File: config.mk
export PLATFORM = sky130hd
export DESIGN_NAME = count_sched
export DESIGN_NICKNAME = d
export VERILOG_FILES = /design/src/rtl/count_sched_pkg.sv /design/src/rtl/rr_arb2.sv /design/src/rtl/count_sched.sv
export SDC_FILE = /design/constraint.sdc
export NUM_CORES = 1
export LEC_CHECK = 0
export ABC_AREA = 1
export ABC_CLOCK_PERIOD_IN_PS = 1800
export CAP_MARGIN = 0
export CORE_UTILIZATION = 43
export CTS_BUF_LIST = sky130_fd_sc_hd__clkbuf_4 sky130_fd_sc_hd__clkbuf_8
export CTS_CLUSTER_DIAMETER = 60
export DETAILED_ROUTE_END_ITERATION = 7
export DONT_BUFFER_PORTS = 1
export MAX_ROUTING_LAYER = met4
export PLACE_DENSITY = 0.62
export SYNTH_ARGS = -nofsm -noshare
export SYNTH_HDL_FRONTEND = slang
export SYNTH_HIERARCHICAL = 1
export SYNTH_SLANG_ARGS = --single-unit
File: constraint.sdc
create_clock -name Clk -period 1.8 [get_ports Clk]
set_clock_uncertainty 0.05 [all_clocks]
set_input_delay 0.09 -clock Clk [delete_from_list [all_inputs] [get_ports Clk]]
set_output_delay 0.09 -clock Clk [all_outputs]
set_load 0.01 [all_outputs]
File: src/rtl/count_sched_pkg.sv
// Shared types and constants for the two-requester run-length counter scheduler.
// Holds the FSM state encoding, the default run-length width and the requester channel indices.
package count_sched_pkg;

    localparam int LEN_W_DEF = 16;

    localparam logic REQ_CH0 = 1'b0;
    localparam logic REQ_CH1 = 1'b1;

    typedef enum logic [1:0] {
        IDLE = 2'd0,
        RUN  = 2'd1,
        DONE = 2'd2
    } state_t;

    // One-hot grant vector for a requester index.
    function automatic logic [1:0] onehot_of(input logic idx);
        return idx ? 2'b10 : 2'b01;
    endfunction

endpackage

File: src/rtl/rr_arb2.sv
// Two-way combinational round-robin arbiter.
// On a tie the requester that was not served last wins.
module rr_arb2
    import count_sched_pkg::*;
(
    input  logic [1:0] i_req,
    input  logic       i_last,
    output logic [1:0] o_gnt
);

    always_comb begin
        o_gnt = 2'b00;
        case (i_req)
            2'b01:   o_gnt = onehot_of(REQ_CH0);
            2'b10:   o_gnt = onehot_of(REQ_CH1);
            2'b11:   o_gnt = onehot_of(~i_last);
            default: o_gnt = 2'b00;
        endcase
    end

endmodule

File: src/rtl/count_sched.sv
// Scheduler that grants a shared dual-channel counter to one of two requesters
// for a run of Len enabled cycles, followed by a single Done cycle.
module count_sched
    import count_sched_pkg::*;
#(
    parameter int LEN_W = LEN_W_DEF
) (
    input  logic             Clk,
    input  logic             Reset,
    input  logic             Req0,
    input  logic [LEN_W-1:0] Len0,
    input  logic             Req1,
    input  logic [LEN_W-1:0] Len1,
    output logic             Gnt0,
    output logic             Gnt1,
    output logic             Slt,
    output logic             En,
    output logic             Busy,
    output logic             Done,
    output state_t           o_dbg_state
);

    state_t           r_state;
    logic             r_owner;
    logic             r_last;
    logic [LEN_W-1:0] r_rem;

    state_t           w_next_state;
    logic             w_next_owner;
    logic             w_next_last;
    logic [LEN_W-1:0] w_next_rem;
    logic [1:0]       w_gnt;
    logic [LEN_W-1:0] w_grant_len;

    rr_arb2 u_arb (
        .i_req  ({Req1, Req0}),
        .i_last (r_last),
        .o_gnt  (w_gnt)
    );

    assign w_grant_len = w_gnt[1] ? Len1 : Len0;

    always_ff @(posedge Clk) begin
        if (Reset) begin
            r_state <= IDLE;
            r_owner <= REQ_CH0;
            r_last  <= REQ_CH1;
            r_rem   <= '0;
        end else begin
            r_state <= w_next_state;
            r_owner <= w_next_owner;
            r_last  <= w_next_last;
            r_rem   <= w_next_rem;
        end
    end

    always_comb begin
        w_next_state = r_state;
        w_next_owner = r_owner;
        w_next_last  = r_last;
        w_next_rem   = r_rem;
        case (r_state)
            IDLE: begin
                if (|w_gnt) begin
                    w_next_owner = w_gnt[1];
                    w_next_rem   = w_grant_len;
                    w_next_state = (w_grant_len != '0) ? RUN : DONE;
                end
            end
            RUN: begin
                w_next_rem = r_rem - 1'b1;
                // r_rem is never 0 here; the <= keeps a corrupted count from wrapping.
                if (r_rem <= {{(LEN_W-1){1'b0}}, 1'b1}) begin
                    w_next_state = DONE;
                end
            end
            DONE: begin
                w_next_last  = r_owner;
                w_next_state = IDLE;
            end
            default: begin
                w_next_state = IDLE;
            end
        endcase
    end

    // All outputs are pure decodes of registered state.
    assign Busy        = (r_state != IDLE);
    assign En          = (r_state == RUN);
    assign Done        = (r_state == DONE);
    assign Gnt0        = Busy && (r_owner == REQ_CH0);
    assign Gnt1        = Busy && (r_owner == REQ_CH1);
    assign Slt         = r_owner;
    assign o_dbg_state = r_state;

endmodule

After elaboration in Yosys (flattened, before gate mapping). Cells that the tools add are included. W data, S select, Z words.

Register bits after elaboration: 20. Input bits: 36. Output and inout bits: 8.

Add/subtract/negate cells: 1. Magnitude comparators: 1. Equal/unequal tests: 7. Muxes and demuxes: 9. Bitwise logic cells: 1. Reductions and logical operators: 10.

Operators by type and width (number): $mux W16 (2); $pmux W16 S2 (1); $le A16 B1 Y1 const B (1); $reduce_bool A16 Y1 (1); $sub A16 B1 Y16 const B (1); $mux W2 (4); $eq A2 B2 Y1 const B (3); $pmux W2 S3 (1); $reduce_and A2 Y1 (3); $eq A2 B1 Y1 const B (2); $pmux W2 S2 (1); $reduce_bool A2 Y1 (2); $logic_and A1 B1 Y1 (2); $logic_not A2 Y1 (1); $ne A2 B1 Y1 const B (1); $ne A2 B2 Y1 const B (1); $reduce_or A2 Y1 (1); $not A1 Y1 (1).

Depth between registers and ports, before layout. Gate-level depths: netlist of the first run.

Depth after elaboration: 7. Depth in mapped cells: 13.

Cells and area by module. Netlist of the first run, hierarchy kept.

Modules (own cells, without submodules): count_sched (times used 1, cells an instance 283, area an instance 1644.1 sq um, seq. area each 400.4 sq um); rr_arb2 (times used 1, cells an instance 5, area an instance 21.3 sq um, seq. area each 0.0 sq um).

Worst setup path after synthesis of the first run. OpenSTA, ideal clock, no wires.

Path kind: reg-to-reg. Start: reg r_last. End: reg r_state[0], in the netlist o_dbg_state[0]. Data arrival time: 1256 ps. Data required time: 1630 ps. Path slack: 374 ps. Stages on the path, launching flop included: 13. Clock period less this slack: 1426 ps. Path through: dfxtp_1 a21oi_1 buf_6 inv_4 buf_6 nand2_1 nand2_1 nor2_1 nand2_1 nor2_1 nand2_1 nand2_1 a21oi_1.

Cells in the longest elaborated chain, start to end: 7.

Ends and longest elaborated chain: from (decl) (RTL line count_sched.sv:25) `logic r_last;`; from (signal assigned) (RTL line count_sched.sv:52) `r_last <= w_next_last;`; $mux W2 * (RTL line count_sched_pkg.sv:18) `return idx ? 2'b10 : 2'b01;`; $pmux W2 S3 * (RTL line rr_arb2.sv:13) `case (i_req)`; named net w_gnt[1] (RTL line count_sched.sv:32) `logic [1:0] w_gnt;`; $mux W16 (RTL line count_sched.sv:41) `assign w_grant_len = w_gnt[1] ? Len1 : Len0;`; $reduce_bool A16 Y1 (RTL line count_sched.sv:67) `w_next_state = (w_grant_len != '0) ? RUN : DONE;`; $mux W2 (RTL line count_sched.sv:67); $mux W2 (RTL line count_sched.sv:64) `if (|w_gnt) begin`; $pmux W2 S2 (RTL line count_sched.sv:62) `case (r_state)`; to (signal assigned) (RTL line count_sched.sv:50) `r_state <= w_next_state;`; to (decl) (RTL line count_sched.sv:23) `state_t r_state;`.

The timed path passes the listed nets; every way through them passes the cells marked *. The select of a mux whose other input is x is not followed. A chain may end at the register's enable or synchronous reset.

Worst setup path in the final report of the first run.
Start: reg r_state[0], in the netlist o_dbg_state[0]. End: reg r_rem[7].

Cells in the longest elaborated chain, start to end: 3.

Ends and longest elaborated chain: $eq A2 B1 Y1 / $logic_not A2 Y1 (equally long branches) (RTL line count_sched.sv:62); $reduce_bool A2 Y1 (no line) / $ne A2 B2 Y1 (equally long branches); $reduce_and A2 Y1 (no line); to (signal assigned) (RTL line count_sched.sv:53) `r_rem <= w_next_rem;`; to (decl) (RTL line count_sched.sv:26) `logic [LEN_W-1:0] r_rem;`.

Parallel ways exist; a longest one is shown, timed or not.

==> results of run 1 <==
-- worst max-delay path: stages (launching register included) --
cell and delay [ns]:
dfxtp_1 0.57, nor2_4 0.11, nand3_2 0.10, nand2_2 0.14, inv_2 0.22, o21ai_1 0.13, o21ai_1 0.13, a21oi_1 0.07
-- metrics by stage --
stage	total power [mW]	cells
6_report	2.227	336
3_3_place_gp	1.852	331
5_1_grt	2.440	336
2_1_floorplan	1.654	288
4_1_cts	2.222	336
3_5_place_dp	1.860	331
-- power by group through the flow --
stage	clock network, mW	logic (mW)	registers [mW]
2_1_floorplan	0	0.985	0.669
3_3_place_gp	0	1.14	0.708
3_5_place_dp	0	1.16	0.704
4_1_cts	0.361	1.17	0.696
5_1_grt	0.379	1.35	0.715
6_report	0.357	1.17	0.699
-- worst paths after layout --
kind / slack (ns) / end / cells past startpoint / startpoint
worst max-delay path: 0.15 / r_rem[7] / 7 / o_dbg_state[0]
worst min-delay path: 0.02 / r_last / 2 / Reset
worst max register to register: 0.15 / r_rem[7] / 7 / o_dbg_state[0]
worst min register to register: 0.43 / r_rem[1] / 2 / r_rem[1]
-- Yosys cell counts --
cell        n
nand2_2     6
nor2_2      3
nor2_4      2
nand4_1     1
buf_2       2
buf_6       6
a211oi_1    1
nand2_1   110
ha_1        2
inv_2       3
a31oi_1     8
nor2_8      1
o21ai_1     9
o21a_1      1
inv_1      21
o21ai_0     6
nor2_1     34
a21boi_0    1
and2_1      1
a21oi_1    20
inv_4       1
o22ai_1     1
nand3_1    22
dfxtp_1    20
buf_4       1
nor3_1      1
nand2_4     1
nand4_2     1
clkbuf_1    1
nand3_2     1
-- metal layers --
layer / vias to the layer above / global-route usage / share of wire
li1: 927 / - / -
met1: 771 / 0.3147 / 0.49
met2: 65 / 0.3604 / 0.43
met3: 7 / 0.03214 / 0.060
met4: 0 / 0.06667 / 0.015
met5: - / - / 0
-- placed cells by master, fill, tap and decap left out --
cell	instances
nand2_1	110
nor2_1	34
nand3_1	22
inv_1	21
dfxtp_1	20
a21oi_1	19
o21ai_1	9
a31oi_1	8
nand2_2	6
o21ai_0	6
buf_4	5
clkbuf_8	4
inv_2	3
nor2_2	3
nor2_4	2
ha_1	2
nand2_4	1
inv_4	1
nand3_2	1
nand4_1	1
a211oi_1	1
nor3_1	1
a21boi_0	1
and2_1	1
nor2_8	1
nand4_2	1
o22ai_1	1
o21a_1	1
dlygate4sd3_1	1
a21oi_2	1
-- state kept, by name, summed over array words and instances, names as in the netlist --
| signal | cells |
|---|---|
| Slt | 1 |
| o_dbg_state | 2 |
| r_last | 1 |
| r_rem | 16 |
-- repair_timing --
item,CTS,global route
hold endpoints to repair,13,0
hold buffers,1,0
setup endpoints to repair,0,8
gates resized for setup,0,1
-- layout make-up --
cell class	count	share of cell area
Clock buffer	4	0.03159
Inverter	25	0.05528
Multi-Input combinational cell	233	0.6217
Sequential cell	20	0.2297
Tap cell	48	0.03446
Timing Repair Buffer	6	0.02728
-- cells by family after synthesis --
| logic type | Yosys count |
|---|---|
| adders and majority gates | 2 |
| buffers and inverters | 35 |
| DFF | 20 |
| AOI/OAI and AO/OA | 47 |
| and+or+nand+nor | 184 |
==> results.cfg, run 1 <==
[pwr]
seq_power_share = 0.314
p_sw_frac = 0.4849
combPwrFrac = 0.526
power_density_nw_per_um2 = 1278
p_leak_nw = 0.8068
peakVddDrop_uv = 442.7
power_switching_mw = 1.080
internal_power_mw = 1.147
clkPwrFrac = 0.160

[final_layout]
antenna-diode-count = 0
seqCellArea_um2 = 400.4
multi_input_area_um2 = 1084
area_delta_synth_final_pct = 4.658
n_fill_cell = 406
stdcell_area_um2 = 1743
final_util = 0.4725
finalNetCount = 327
drive_gt1_frac = 0.1007

[synth]
yosysTopAreaCell = nand2_1
syn_area_um2 = 1665
syn_inst = 288
ys_warn_count = 6
netlist.area_leader.share = 0.2479
yosys.area_share.simple = 0.4808
ys_ff_latch = 20
synthMuxAreaShare = 0
ys_seq_area_frac = 0.2404
syn-num-nets = 326
synthAdderAreaFrac = 0.01503
synthTopCellsByArea = nand2_1 (25%), dfxtp_1 (24%), nor2_1 (7.7%)
synth_top_family_by_area = simple AND/OR/NAND/NOR gates
synth_xor_area_frac = 0
synth-compound-area-share = 0.1525
synth_area_per_cell_um2 = 5.782
synth_cell_types = 30

[floorplanning]
dieHeight_um = 64.23
initial_core_util = 0.4515
core_um2 = 3689
fp.dieW_um = 64.23
ioPinCount = 44
die_area_um2 = 4125
num_rows = 22

[route]
drc = 0
antenna_left = 0
firstDrtPassIters = 4
num_vias = 1770
drt_iter0_drc = 113
routed_wl_um = 4263
wl_per_cell_um = 12.69
via_per_inst = 5.268

[setup_path]
cp-start-kind = flop
crit_required_ns = 1.88
critical_path_class = reg -> reg
crit_arrival_ns = 1.74
cp_max_fo = 13
cp-end-kind = flop

[clock_tree]
clk_latency_ns = 0.27
numCtsBuffers = 3
postCtsSetupBuffers = 0
clk_path_buf_depth = 2
path_clk_slew_ns = 0.08
htree_levels = 1
clockRootBuffer = clkbuf_8
cts_tree = done
cts_num_sinks = 20

[timing]
slew_headroom = 0.6270
final.setup.tns_ns = 0
hold_slack_ns = 0.01803
worst_pin_slew_ns = 0.5577
maxSlewViolCount = 0
setup_viol = 0
rsz0062_at_grt = no
worst_slack_ns = 0.1469
post-route-period-util = 0.9184
hold_viol = 0
fmax_ghz = 0.6049
min_period_ns = 1.653

[min_path]
min_path_type = in -> reg

[place]
placed_cell_area_um2 = 1674
numPortBuffers = 0
pre_cts_ws_ns = 0.07978
gp_congestion = 0.8476
dp_hpwl_um = 3374

[grt]
grt_pass1_vias = 1600
grt_max_degree = 18
grt_use_total = 0.2328
grt_pass1_wl_um = 7224
grt_antenna_before_repair = 0
overflow = 0

[flow_run]
cap_violations = 0

[outcome]
status = finished clean
Note: power is estimated with default switching activity, not from simulation.
==> inputs of run 2 (changes only) <==
- CORE_MARGIN: not set -> 5
==> run 2 against run 1 <==
  * Register-to-register slack barely moved
  * Sequential share of layout area fell by 0.39 points
  * First-iteration DRC count rose by 27%
  * Wire length rose by 2.3%
  * Flip-flop and latch count did not move
  * Hold slack barely moved
  * Largest cell class unchanged
  * Worst setup slack improved by 0.0016 ns
  * Critical path depth rose by 2
  * Cell area rose by 1.7%
  * Non-clock buffer count rose by 2
==> results.cfg, run 2 (synthesis results as in run 1) <==
[place]
dp_hpwl_um = 3514
gp_congestion = 0.9028
placed_cells = 333
numPortBuffers = 0

[setup_path]
r2r-start = r_rem[0]
cp_max_fo = 6
ff2ff_setup_slack_ns = 0.15
crit_required_ns = 1.88
crit_arrival_ns = 1.73
cp-start-kind = flop
cp-end-kind = flop
rr_worst_depth = 9
r2r_end = r_rem[14]
critical_path_class = reg -> reg

[floorplanning]
dieHeight_um = 72.23
ioPinCount = 44
num_rows = 22
initial_core_util = 0.4481
fp.dieW_um = 72.23
die_area_um2 = 5217
core_um2 = 3716

[route]
firstDrtPassIters = 4
num_vias = 1772
drc = 0
m1WireLength_um = 2221
dr_wl_met2_um = 1831
antenna_left = 0
top_layer = met4
via_per_inst = 5.243
drt_iter0_drc = 144
wl_met3_um = 254
routed_wl_um = 4359
wl_per_cell_um = 12.90

[min_path]
min-delay-start = Reset
hold_path_end = r_last
min_path_type = in -> reg
hold_depth = 2

[final_layout]
largest_register = r_rem
area_delta_synth_final_pct = 6.461
finalNetCount = 329
final_common_cell = nand2_1
antenna-diode-count = 0
fin_cells = 338
largest_register_ffs = 16
drive_gt1_frac = 0.1103
mostFrequentLayoutCells = nand2_1 (110), nor2_1 (33), nand3_1 (22), inv_1 (21), dfxtp_1 (20)
n_fill_cell = 394

[outcome]
status = finished clean

[timing]
slew_headroom = 0.6307
rsz0062_at_grt = no
min_period_ns = 1.651
setup_viol = 0
fmax_ghz = 0.6055
maxSlewViolCount = 0
post-route-period-util = 0.9175
hold_slack_ns = 0.01758
hold_viol = 0
final.setup.tns_ns = 0
worst_pin_slew_ns = 0.5522

[clock_tree]
clk_path_buf_depth = 2
path_clk_slew_ns = 0.08
htree_levels = 1
cts_num_sinks = 20
numCtsBuffers = 3
postCtsSetupBuffers = 0
clk_latency_ns = 0.27
cts_tree = done
clockRootBuffer = clkbuf_8

[grt]
grt_pass1_vias = 1598
grt_antenna_before_repair = 0
grt_use_total = 0.1800
grt_pass1_wl_um = 7334
overflow = 0
grt_max_degree = 18

[pwr]
p_leak_nw = 0.8203
total_power_mw = 2.264
peakVddDrop_uv = 594.1
power_density_nw_per_um2 = 1277

[flow_run]
cap_violations = 0
==> run 2: stage by stage <==
stage               cell area (µm²)  setup WS, ns    util
floorplan                      1665        0.3743       -
global placement               1702        0.2157  0.4579
detailed placement             1702        0.1358  0.4579
CTS                            1767       0.08909  0.4754
global route                   1773       0.01530  0.4771
finish                         1773        0.1486  0.4771
==> run 2: layout make-up <==
type | count | area, µm² | area share
Clock buffer | 4 | 55.05 | 0.03105
Inverter | 25 | 96.34 | 0.05434
Multi-Input combinational cell | 233 | 1086 | 0.6126
Sequential cell | 20 | 400.4 | 0.2258
Tap cell | 48 | 60.06 | 0.03387
Timing Repair Buffer | 8 | 75.07 | 0.04234
==> run 2: per-layer routing <==
metal,vias to the layer above,track usage
met4,0,0.05637
li1,924,-
met1,785,0.2615
met2,59,0.2578
met3,4,0.02078
met5,-,-
==> run 2: worst max-delay path, cell delays in order, from the launching register on <==
cell     delay [ns]
dfxtp_1        0.34
inv_1          0.11
ha_1           0.22
nand3_1        0.23
nor2_1         0.23
nand2_1        0.08
nand2_1        0.06
nand3_1        0.08
nand2_1        0.07
a21oi_1        0.05
==> run 2: worst max-delay path by stage <==
stage	start	end	slack [ns]
after floorplan	r_last	o_dbg_state[0]	0.37
after global placement	r_last	r_rem[7]	0.22
after detailed placement	r_last	r_rem[7]	0.14
after CTS	r_last	r_rem[7]	0.09
after global routing	r_rem[0]	r_rem[10]	0.02
final	r_rem[0]	r_rem[14]	0.15
==> run 2: what timing repair did <==
| item | 4_1_cts | 5_1_grt |
|---|---|---|
| resized for setup | 0 | 2 |
| setup endpoints to repair | 0 | 2 |
| hold endpoints to repair | 13 | 0 |
| hold buffers | 1 | 0 |
==> run 2: where the power goes <==
| group | internal, mW | total (mW) | switching [mW] | leakage (nW) |
|---|---|---|---|---|
| Clock | 0.195 | 0.353 | 0.158 | 0.0288 |
| Sequential | 0.556 | 0.697 | 0.141 | 0.166 |
| Combinational | 0.430 | 1.21 | 0.783 | 0.626 |
| Total | 1.18 | 2.26 | 1.08 | 0.820 |
==> inputs of run 3 (changes only) <==
- ABC_CLOCK_PERIOD_IN_PS: 1800 -> 1500
- PLACE_DENSITY: 0.62 -> 0.64
- clock period: 1.8 -> 1.5 ns (I/O delays scaled with it)
==> run 3 against run 2 <==
  * Die area unchanged
  * Maximum frequency increased by 11%
  * Worst setup slack got worse by 0.14 ns
  * Register-to-register slack got worse by 0.14 ns
  * First-iteration DRC count decreased by 15%
  * Combinational power increased by 54%
  * Critical endpoint is now r_rem[0]
  * Largest power group unchanged
  * Highest routed layer unchanged
==> results.cfg, run 3 (synthesis results as in run 1) <==
[grt]
grt_max_degree = 18
grt_pass1_wl_um = 7783
grt_use_total = 0.1909
grt_pass1_vias = 1670
overflow = 0
grt_antenna_before_repair = 0

[setup_path]
cp-start-kind = flop
cp_max_fo = 5
critical_path_class = reg -> reg
cp-end-kind = flop
crit_required_ns = 1.61
crit_arrival_ns = 1.59

[timing]
fmax_ghz = 0.6716
maxSlewViolCount = 0
slew_headroom = 0.5928
setup_viol = 0
post-route-period-util = 0.9926
worst_pin_slew_ns = 0.6088
rsz0062_at_grt = yes
hold_viol = 0
min_period_ns = 1.489

[floorplanning]
fp.dieW_um = 72.23
initial_core_util = 0.4481
core_um2 = 3716
num_rows = 22
die_area_um2 = 5217
ioPinCount = 44
dieHeight_um = 72.23

[route]
num_vias = 1905
drt_iter0_drc = 122
antenna_left = 0
via_per_inst = 5.205
wl_per_cell_um = 13.59
drc = 0
routed_wl_um = 4974
firstDrtPassIters = 4

[final_layout]
antenna-diode-count = 0
largest_register = r_rem
drive_gt1_frac = 0.2327
area_delta_synth_final_pct = 22.91
largest_register_ffs = 16
fin_cells = 366
final_common_cell = nand2_1
mostFrequentLayoutCells = nand2_1 (110), buf_4 (32), nor2_1 (29), nand3_1 (21)
stdcell_area_um2 = 2047
finalNetCount = 358

[place]
placed_cells = 357
numPortBuffers = 0
gp_congestion = 0.9194
placed_cell_area_um2 = 1869
dp_hpwl_um = 3715

[clock_tree]
path_clk_slew_ns = 0.08
cts_tree = done
cts_num_sinks = 20
clk_latency_ns = 0.27
htree_levels = 1
clockRootBuffer = clkbuf_8
clk_path_buf_depth = 2
numCtsBuffers = 3

[pwr]
power_density_nw_per_um2 = 1501
peakVddDrop_uv = 548.1
p_leak_nw = 0.9564

[min_path]
min_path_type = in -> reg

[flow_run]
cap_violations = 0

[outcome]
status = finished clean
-- run 3: worst max-delay path: stages, from the launching register on --
cell and delay (ns):
dfxtp_2 0.34, buf_4 0.14, nand3_1 0.07, nand2_1 0.06
inv_2 0.07, nand3_4 0.11, nand2_4 0.12, inv_2 0.07
buf_4 0.14, o21ai_1 0.15, a31oi_1 0.06
-- run 3: repair_timing --
item	in CTS	in global routing
endpoints found under the hold margin	13	13
cloned	1	1
resized for setup	4	24
endpoints found under the setup margin	18	19
pin swaps	1	3
setup buffers	0	3
-- run 3: stage by stage --
step                worst slack (ns)  TNS [ns]  hold WS, ns  power, mW  utilization
finish                       0.01110         0      0.03137      3.073       0.5508
global route                 -0.1061   -0.6343      0.04495      3.337       0.5508
CTS                          0.01051         0      -0.1853      2.864       0.5202
detailed placement           -0.1244    -1.304      0.09851      2.465       0.5030
global placement            -0.05089   -0.3508      0.09661      2.454       0.5030
floorplan                    0.07427         0      0.09407      1.984            -
-- run 3: cell type report --
cell class,count,area (µm²)
fillers,377,1669
multi-input cells,234,1166
flip-flops and latches,20,401.6
repair buffers,35,272.8
inverters,25,98.84
well taps,48,60.06
clock buffers,3,41.29
repair inverters,1,6.256
-- run 3: worst paths after layout --
check	slack (ns)	endpoint	cells past startpoint	from
max	0.01	r_rem[0]	10	r_last
min	0.03	r_rem[4]	3	Reset
max reg2reg	0.01	r_rem[0]	10	r_last
min reg2reg	0.44	r_rem[1]	2	r_rem[1]
-- run 3: power by group --
part	total, mW	leakage, nW	switching [mW]	internal [mW]
clock network	0.380	0.0216	0.200	0.180
registers	0.837	0.165	0.170	0.668
logic	1.86	0.770	1.10	0.751
total	3.07	0.956	1.47	1.60
-- run 3: routing by layer --
metal	GRT usage	part of all wire	vias up	wire length, µm
li1	-	-	987	-
met1	0.2609	0.46	845	2266
met2	0.3043	0.48	66	2364
met3	0.004155	0.052	7	257
met4	0.06472	0.017	0	85
met5	-	0	-	0
